$ cat src/rtl/writeback_regfile.sv
// writeback_regfile: write-back end of the Y86-64 pipeline.
// Holds the W pipeline register (stall/bubble) and the 16x64 register file
// read by decode. Status is tracked with a sticky halt.
// Optional feature macro: WB_RETIRE_CNT_EN adds a 64-bit retired-instruction counter.
module writeback_regfile #(
  parameter int DATA_W = 64,
  parameter int NREG   = 16
) (
  input  logic              clk,
  input  logic              rst_n,
  input  logic [2:0]        M_stat,
  input  logic [3:0]        M_icode,
  input  logic [3:0]        M_dstE,
  input  logic [DATA_W-1:0] M_valE,
  input  logic [3:0]        M_dstM,
  input  logic [DATA_W-1:0] m_valM,
  input  logic              W_stall,
  input  logic              W_bubble,
  input  logic [3:0]        srcA,
  input  logic [3:0]        srcB,
  output logic [DATA_W-1:0] rvalA,
  output logic [DATA_W-1:0] rvalB,
  output logic [2:0]        W_stat,
  output logic [3:0]        W_icode,
  output logic [3:0]        W_dstE,
  output logic [DATA_W-1:0] W_valE,
  output logic [3:0]        W_dstM,
  output logic [DATA_W-1:0] W_valM,
  output logic [2:0]        stat,
  output logic              halted
`ifdef WB_RETIRE_CNT_EN
  ,
  output logic [63:0]       retired
`endif
);

  localparam logic [2:0] SAOK  = 3'd1;
  localparam logic [3:0] INOP  = 4'd1;
  localparam logic [3:0] RNONE = 4'd15;

  logic [DATA_W-1:0] regFile [NREG];
  logic              commitOk;
  logic              freezeW;

  // W contents retire only while the pipeline is healthy and not yet stopped.
  assign commitOk = (W_stat == SAOK) && !halted;

  // A faulting status sitting in W stops the W register at the same edge that
  // raises halted, so stat keeps reporting the fault code.
  assign freezeW = halted || (W_stat != SAOK);

  assign stat = W_stat;

  // W pipeline register: reset > frozen > bubble > stall > load from M.
  always_ff @(posedge clk) begin
    if (!rst_n) begin
      W_stat  <= SAOK;
      W_icode <= INOP;
      W_dstE  <= RNONE;
      W_valE  <= '0;
      W_dstM  <= RNONE;
      W_valM  <= '0;
    end else if (freezeW) begin
      W_stat  <= W_stat;
    end else if (W_bubble) begin
      W_stat  <= SAOK;
      W_icode <= INOP;
      W_dstE  <= RNONE;
      W_valE  <= '0;
      W_dstM  <= RNONE;
      W_valM  <= '0;
    end else if (!W_stall) begin
      W_stat  <= M_stat;
      W_icode <= M_icode;
      W_dstE  <= M_dstE;
      W_valE  <= M_valE;
      W_dstM  <= M_dstM;
      W_valM  <= m_valM;
    end
  end

  // Sticky halt: any non-AOK status reaching W stops the processor.
  always_ff @(posedge clk) begin
    if (!rst_n) begin
      halted <= 1'b0;
    end else if (W_stat != SAOK) begin
      halted <= 1'b1;
    end
  end

  // Register file commit; the M write comes last so it wins on dstE==dstM (popq %rsp).
  always_ff @(posedge clk) begin
    if (!rst_n) begin
      for (int i = 0; i < NREG; i++) begin
        if (i == NREG - 1) begin
          regFile[i] <= '0;
        end else begin
          regFile[i] <= DATA_W'(i);
        end
      end
    end else if (commitOk) begin
      if (W_dstE != RNONE) begin
        regFile[W_dstE] <= W_valE;
      end
      if (W_dstM != RNONE) begin
        regFile[W_dstM] <= W_valM;
      end
    end
  end

  // Decode read ports; RNONE always reads as zero, no write-through.
  always_comb begin
    rvalA = '0;
    rvalB = '0;
    if (srcA != RNONE) begin
      rvalA = regFile[srcA];
    end
    if (srcB != RNONE) begin
      rvalB = regFile[srcB];
    end
  end

`ifdef WB_RETIRE_CNT_EN
  // Count real instructions (not NOPs or bubbles) as they retire from W.
  always_ff @(posedge clk) begin
    if (!rst_n) begin
      retired <= '0;
    end else if (commitOk && (W_icode != INOP)) begin
      retired <= retired + 64'd1;
    end
  end
`endif

endmodule

$ cat config.mk
export PLATFORM = sky130hd
export DESIGN_NAME = writeback_regfile
export DESIGN_NICKNAME = d
export VERILOG_FILES = /design/src/rtl/writeback_regfile.sv
export SDC_FILE = /design/constraint.sdc
export NUM_CORES = 2
export LEC_CHECK = 0
export BUFFER_PORTS_ARGS = -buffer_cell sky130_fd_sc_hd__buf_2
export CAP_MARGIN = 20
export CELL_PAD_IN_SITES_DETAIL_PLACEMENT = 1
export CELL_PAD_IN_SITES_GLOBAL_PLACEMENT = 2
export CORE_UTILIZATION = 35
export CTS_CLUSTER_DIAMETER = 60
export DETAILED_ROUTE_END_ITERATION = 6
export GPL_TIMING_DRIVEN = 0
export PLACE_DENSITY = 0.66
export SLEW_MARGIN = 20
export SYNTH_ARGS = -nofsm -noshare
export SYNTH_HDL_FRONTEND = slang
export SYNTH_SLANG_ARGS = --single-unit
$ cat constraint.sdc
create_clock -name clk -period 15.8 [get_ports clk]
set_input_delay 3.16 -clock clk [delete_from_list [all_inputs] [get_ports clk]]
set_output_delay 3.16 -clock clk [all_outputs]
set_load 0.005 [all_outputs]
After elaboration in Yosys (flattened, before gate mapping)
Memories as Yosys holds them, arrays and structs flattened.
Cells that the tools add are included.
{"block": "classes", "add_sub_neg": 0, "mul": 0, "div": 0, "order_cmp": 0, "n_eq_ne": 7, "shift": 0, "muxes": 29, "bitwise": 1, "reduce_logical": 6}
{"op": "two-way mux 64 bit", "count": 8}
{"op": "OR reduction 64 bit", "count": 2}
{"op": "two-way mux 4 bit", "count": 8}
{"op": "inequality test 4 bit (second input constant)", "count": 4}
{"op": "two-way mux 1 bit", "count": 11}
{"op": "two-way mux 3 bit", "count": 2}
{"op": "equality test 3 x 1 -> 1 bit (second input constant)", "count": 1}
{"op": "inequality test 3 x 1 -> 1 bit (second input constant)", "count": 1}
{"op": "inequality test 2 x 1 -> 1 bit (second input constant)", "count": 1}
{"op": "AND reduction 2 bit", "count": 1}
{"op": "logical AND 1 bit", "count": 1}
{"op": "zero test 1 bit", "count": 1}
{"op": "logical OR 1 bit", "count": 1}
{"op": "inverter 1 bit", "count": 1}
{"block": "totals", "ff_bits": 144, "latchBits": 0, "mem_bits_rw": 1024, "romBits": 0, "inputBits": 155, "wordCells": 51, "mem_count": 1}
{"memory": "regFile", "depth": 16, "word_bits": 64, "read_ports": 2, "rd_clocked_by_memory_dff": 0, "wr": 16, "line": "41", "source": "logic [DATA_W-1:0] regFile [NREG];"}

Depth between registers and ports, before layout
{"block": "logic_depth", "word_depth": 7, "depth_mapped": 8}

Worst setup path after synthesis
No wires, ideal clock.
{"block": "synth_path", "path_type": "in2out", "from": "input srcB[1]", "to": "output rvalB[53]", "arrival_ns": 5.046, "required_ns": 12.640, "path_slack_ns": 7.594, "path_stages": 6, "path_buffers": 3, "path_cell_list": "clkbuf_1 -> clkbuf_1 -> buf_1 -> mux4_2 -> a22oi_1 -> o21ai_0"}
{"block": "synth_between", "elab_chain_len": 2}
{"element": "start, declared", "line": "20", "source": "input logic [3:0] srcB,"}
{"element": "memory (16 x 64 bit) or inequality test 4 bit (tied branches)"}
{"element": "two-way mux 64 bit (*)", "line": "118", "source": "if (srcB != RNONE) begin"}
{"element": "end, declared", "line": "22", "source": "output logic [DATA_W-1:0] rvalB,"}
Every way passes the cells marked *; elsewhere a longest branch is shown, timed or not.

Worst setup path in the final report
{"block": "layout_path", "from": "input srcA[1]", "to": "output rvalA[1]"}
{"block": "layout_between", "elab_chain_len": 2}
{"element": "start, declared", "line": "19", "source": "input logic [3:0] srcA,"}
{"element": "memory (16 x 64 bit) or inequality test 4 bit (tied branches)"}
{"element": "two-way mux 64 bit (*)", "line": "115", "source": "if (srcA != RNONE) begin"}
{"element": "end, declared", "line": "21", "source": "output logic [DATA_W-1:0] rvalA,"}
Marked as above.

==> results.cfg <==
[run_status]
status = finished clean

[critical_path]
worstSetupStartpointType = input pin
path_class = in2out
r2r-start = W_stat[0]
cp-startpoint = srcA[1]
arrival_ps = 7860
path_max_fanout = 10
cp-end-kind = output port
required_ps = 12640

[global_route]
grt_overflow_total = 0
track_usage = 0.356
antenna_found_initial = 32
grt_max_degree = 34
grt_pass1_wl_um = 428000
grt_pass1_vias = 51500

[worst_hold_path]
min-delay-start = W_icode[2]
min_path_type = reg2reg

[die]
io_pins = 430
rows = 151
die_y_um = 417
core_area_um2 = 170000
fp.dieW_um = 417
dieArea_um2 = 174000
start_util = 0.354

[timing]
clock.fmax_mhz = 90.7
hold_viol = 0
finalWorstSetupSlack_ps = 4780
slew_headroom = 0.0867
finalCriticalPeriod_ps = 11020
worst_pin_slew_ps = 1370
tns_ps = 0
drv_slew = 0
finClkSkew_ps = 28.3
rsz0062_at_grt = no
finalSetupViolCount = 0
holdWs_ps = 484
period_share = 0.697

[clock_network]
cts_tree = built
numClockSinks = 1104
cts.clk_slew.worst_paths_ps = 60
clock_insertion_delay_worst_skew_ps = 800
ctsHoldBuffers = 0
cts_root_buf = clkbuf_16
cts_buffers = 144
post_cts_buffers = 0
ctsResizeCount = 0
h-tree-depth = 4
clk_path_buf_depth = 3

[final_layout]
fillers = 17800
regArea_um2 = 31700
drive_gt1_frac = 0.223
area_growth_pct = 20.6
multi_input_area_um2 = 25600
nNetsFinal = 5492

[yosys]
ys_types = 58
syn_inst = 4658
yosysSeqAreaShare = 0.526
synthTopCellsByArea = edfxtp_1 48%, a22o_1 13%, mux4_2 9.6%
ys_top_cells_by_count = 960 x edfxtp_1, 922 x a22o_1, 495 x clkbuf_1, 320 x mux2i_1, 257 x mux4_2
synth_edf_count = 960
yosysMostFrequentCell = edfxtp_1
synth-seq-cells = 1104
netlist_area_um2 = 60200
yosys.area.top_type = edfxtp_1
synth_area_per_cell_um2 = 12.9
async_flop_share = 0
synth_top_area_frac = 0.478
synth_fp_nets = 4813
ys.flop_type = edfxtp_1
yosys_warnings = 0

[placed_design]
gp_congestion = 0.907
dp_hpwl_um = 233000
dp_slack_ps = 5240
io_buffers = 423

[power_and_ir_drop]
leakage_nw = 26.6
irDropWorstVdd_uv = 113
p_per_area_nw_per_um2 = 110

[drt]
drt_wl_total_um = 317000
first_pass_iters = 6
drt_first_iter_violations = 6984
drtAntennaViolNets = 0
avgRoutedWirePerCell_um = 40.9
vias = 51300
vias_per_cell = 6.61
drc_errors = 0

[run]
maxCapViolCount = 0
-- cell type report --
cell class,count,share of cell area
Clock inverter,78,0.0124
Multi-Input combinational cell,2731,0.353
Clock buffer,187,0.0548
Sequential cell,1104,0.436
Buffer,748,0.0417
Timing Repair Buffer,533,0.0584
Tap cell,2295,0.0395
Inverter,75,0.00387
Antenna cell,10,0.000344
-- flip-flops by register name, indices dropped and copies added (netlist names) --
| signal | flops |
|---|---|
| halted | 1 |
| W_stat | 3 |
| regFile | 960 |
| W_dstM | 4 |
| W_icode | 4 |
| W_valE | 64 |
| W_valM | 64 |
| W_dstE | 4 |
-- cell usage in the layout (no fill, tap or decap), types with 9 or more instances in the layout --
cell type / netlist / routed
o22ai_1: 126 / 126
mux4_2: 257 / 257
clkbuf_8: 0 / 9
buf_4: 3 / 20
a22o_1: 922 / 922
o221ai_1: 70 / 64
buf_2: 45 / 481
a32o_1: 9 / 9
clkbuf_16: 0 / 150
o21ai_0: 74 / 73
buf_8: 0 / 15
nor2_1: 171 / 161
clkinv_1: 1 / 23
nand2b_1: 9 / 9
a221oi_1: 62 / 62
clkbuf_2: 0 / 28
mux2i_1: 320 / 320
nor3_1: 23 / 22
buf_16: 0 / 48
nand2_1: 75 / 72
clkinv_2: 0 / 18
a22oi_1: 137 / 137
a21oi_1: 149 / 148
buf_6: 14 / 31
buf_1: 191 / 173
o211ai_1: 64 / 64
diode_2: 0 / 10
inv_1: 74 / 73
clkbuf_1: 495 / 500
mux2_2: 63 / 63
bufinv_16: 0 / 16
dfxtp_1: 144 / 144
buf_12: 0 / 13
and4_1: 132 / 132
edfxtp_1: 960 / 960
-- per-layer routing --
layer,track usage,vias up,routed length [um]
li1,-,20500,-
met4,0.210,16,20900
met2,0.562,3122,145000
met3,0.0771,725,28700
met1,0.449,27000,122000
met5,0,-,102
-- logic make-up (layout without fill, tap and decap cells) --
logic type             count (synthesis)  in the layout  synth area share
AO/OA/AOI/OAI                       1638           1638             0.216
buffers and inverters                823           1621            0.0541
flip-flops                          1104           1104             0.526
multiplexers                         640            640             0.161
other                                  0             10                 0
AND/OR/NAND/NOR                      453            453            0.0427
-- final timing paths --
kind	endpoint	slack, ps	depth (start not counted)
worst min-delay path	W_icode[2]	480	2
worst max-delay path	rvalA[1]	4780	9
worst min register to register	W_icode[2]	480	2
worst max register to register	regFile[3][58]	9960	7
-- through the flow --
stage	instances	power (mW)	cell area [um2]	utilization
2_1_floorplan	4658	3.93	60200	-
3_3_place_gp	7376	4.50	65200	0.383
3_5_place_dp	7484	4.55	67700	0.398
4_1_cts	7749	7.95	72600	0.427
5_1_grt	7753	8.11	72700	0.427
6_report	7761	7.97	72700	0.427
-- critical path: stages --
cell,delay [ps]
clkbuf_1,900
buf_2,860
clkbuf_1,770
buf_1,910
mux2i_1,350
o22ai_1,130
a22oi_1,200
nand2_1,320
buf_2,240
-- power by group --
| part | switching, mW | internal (mW) |
|---|---|---|
| Clock | 1.40 | 2.05 |
| Sequential | 0.0727 | 3.28 |
| Combinational | 0.813 | 0.352 |
| Total | 2.29 | 5.69 |
Power figures use the tool's default switching activity.
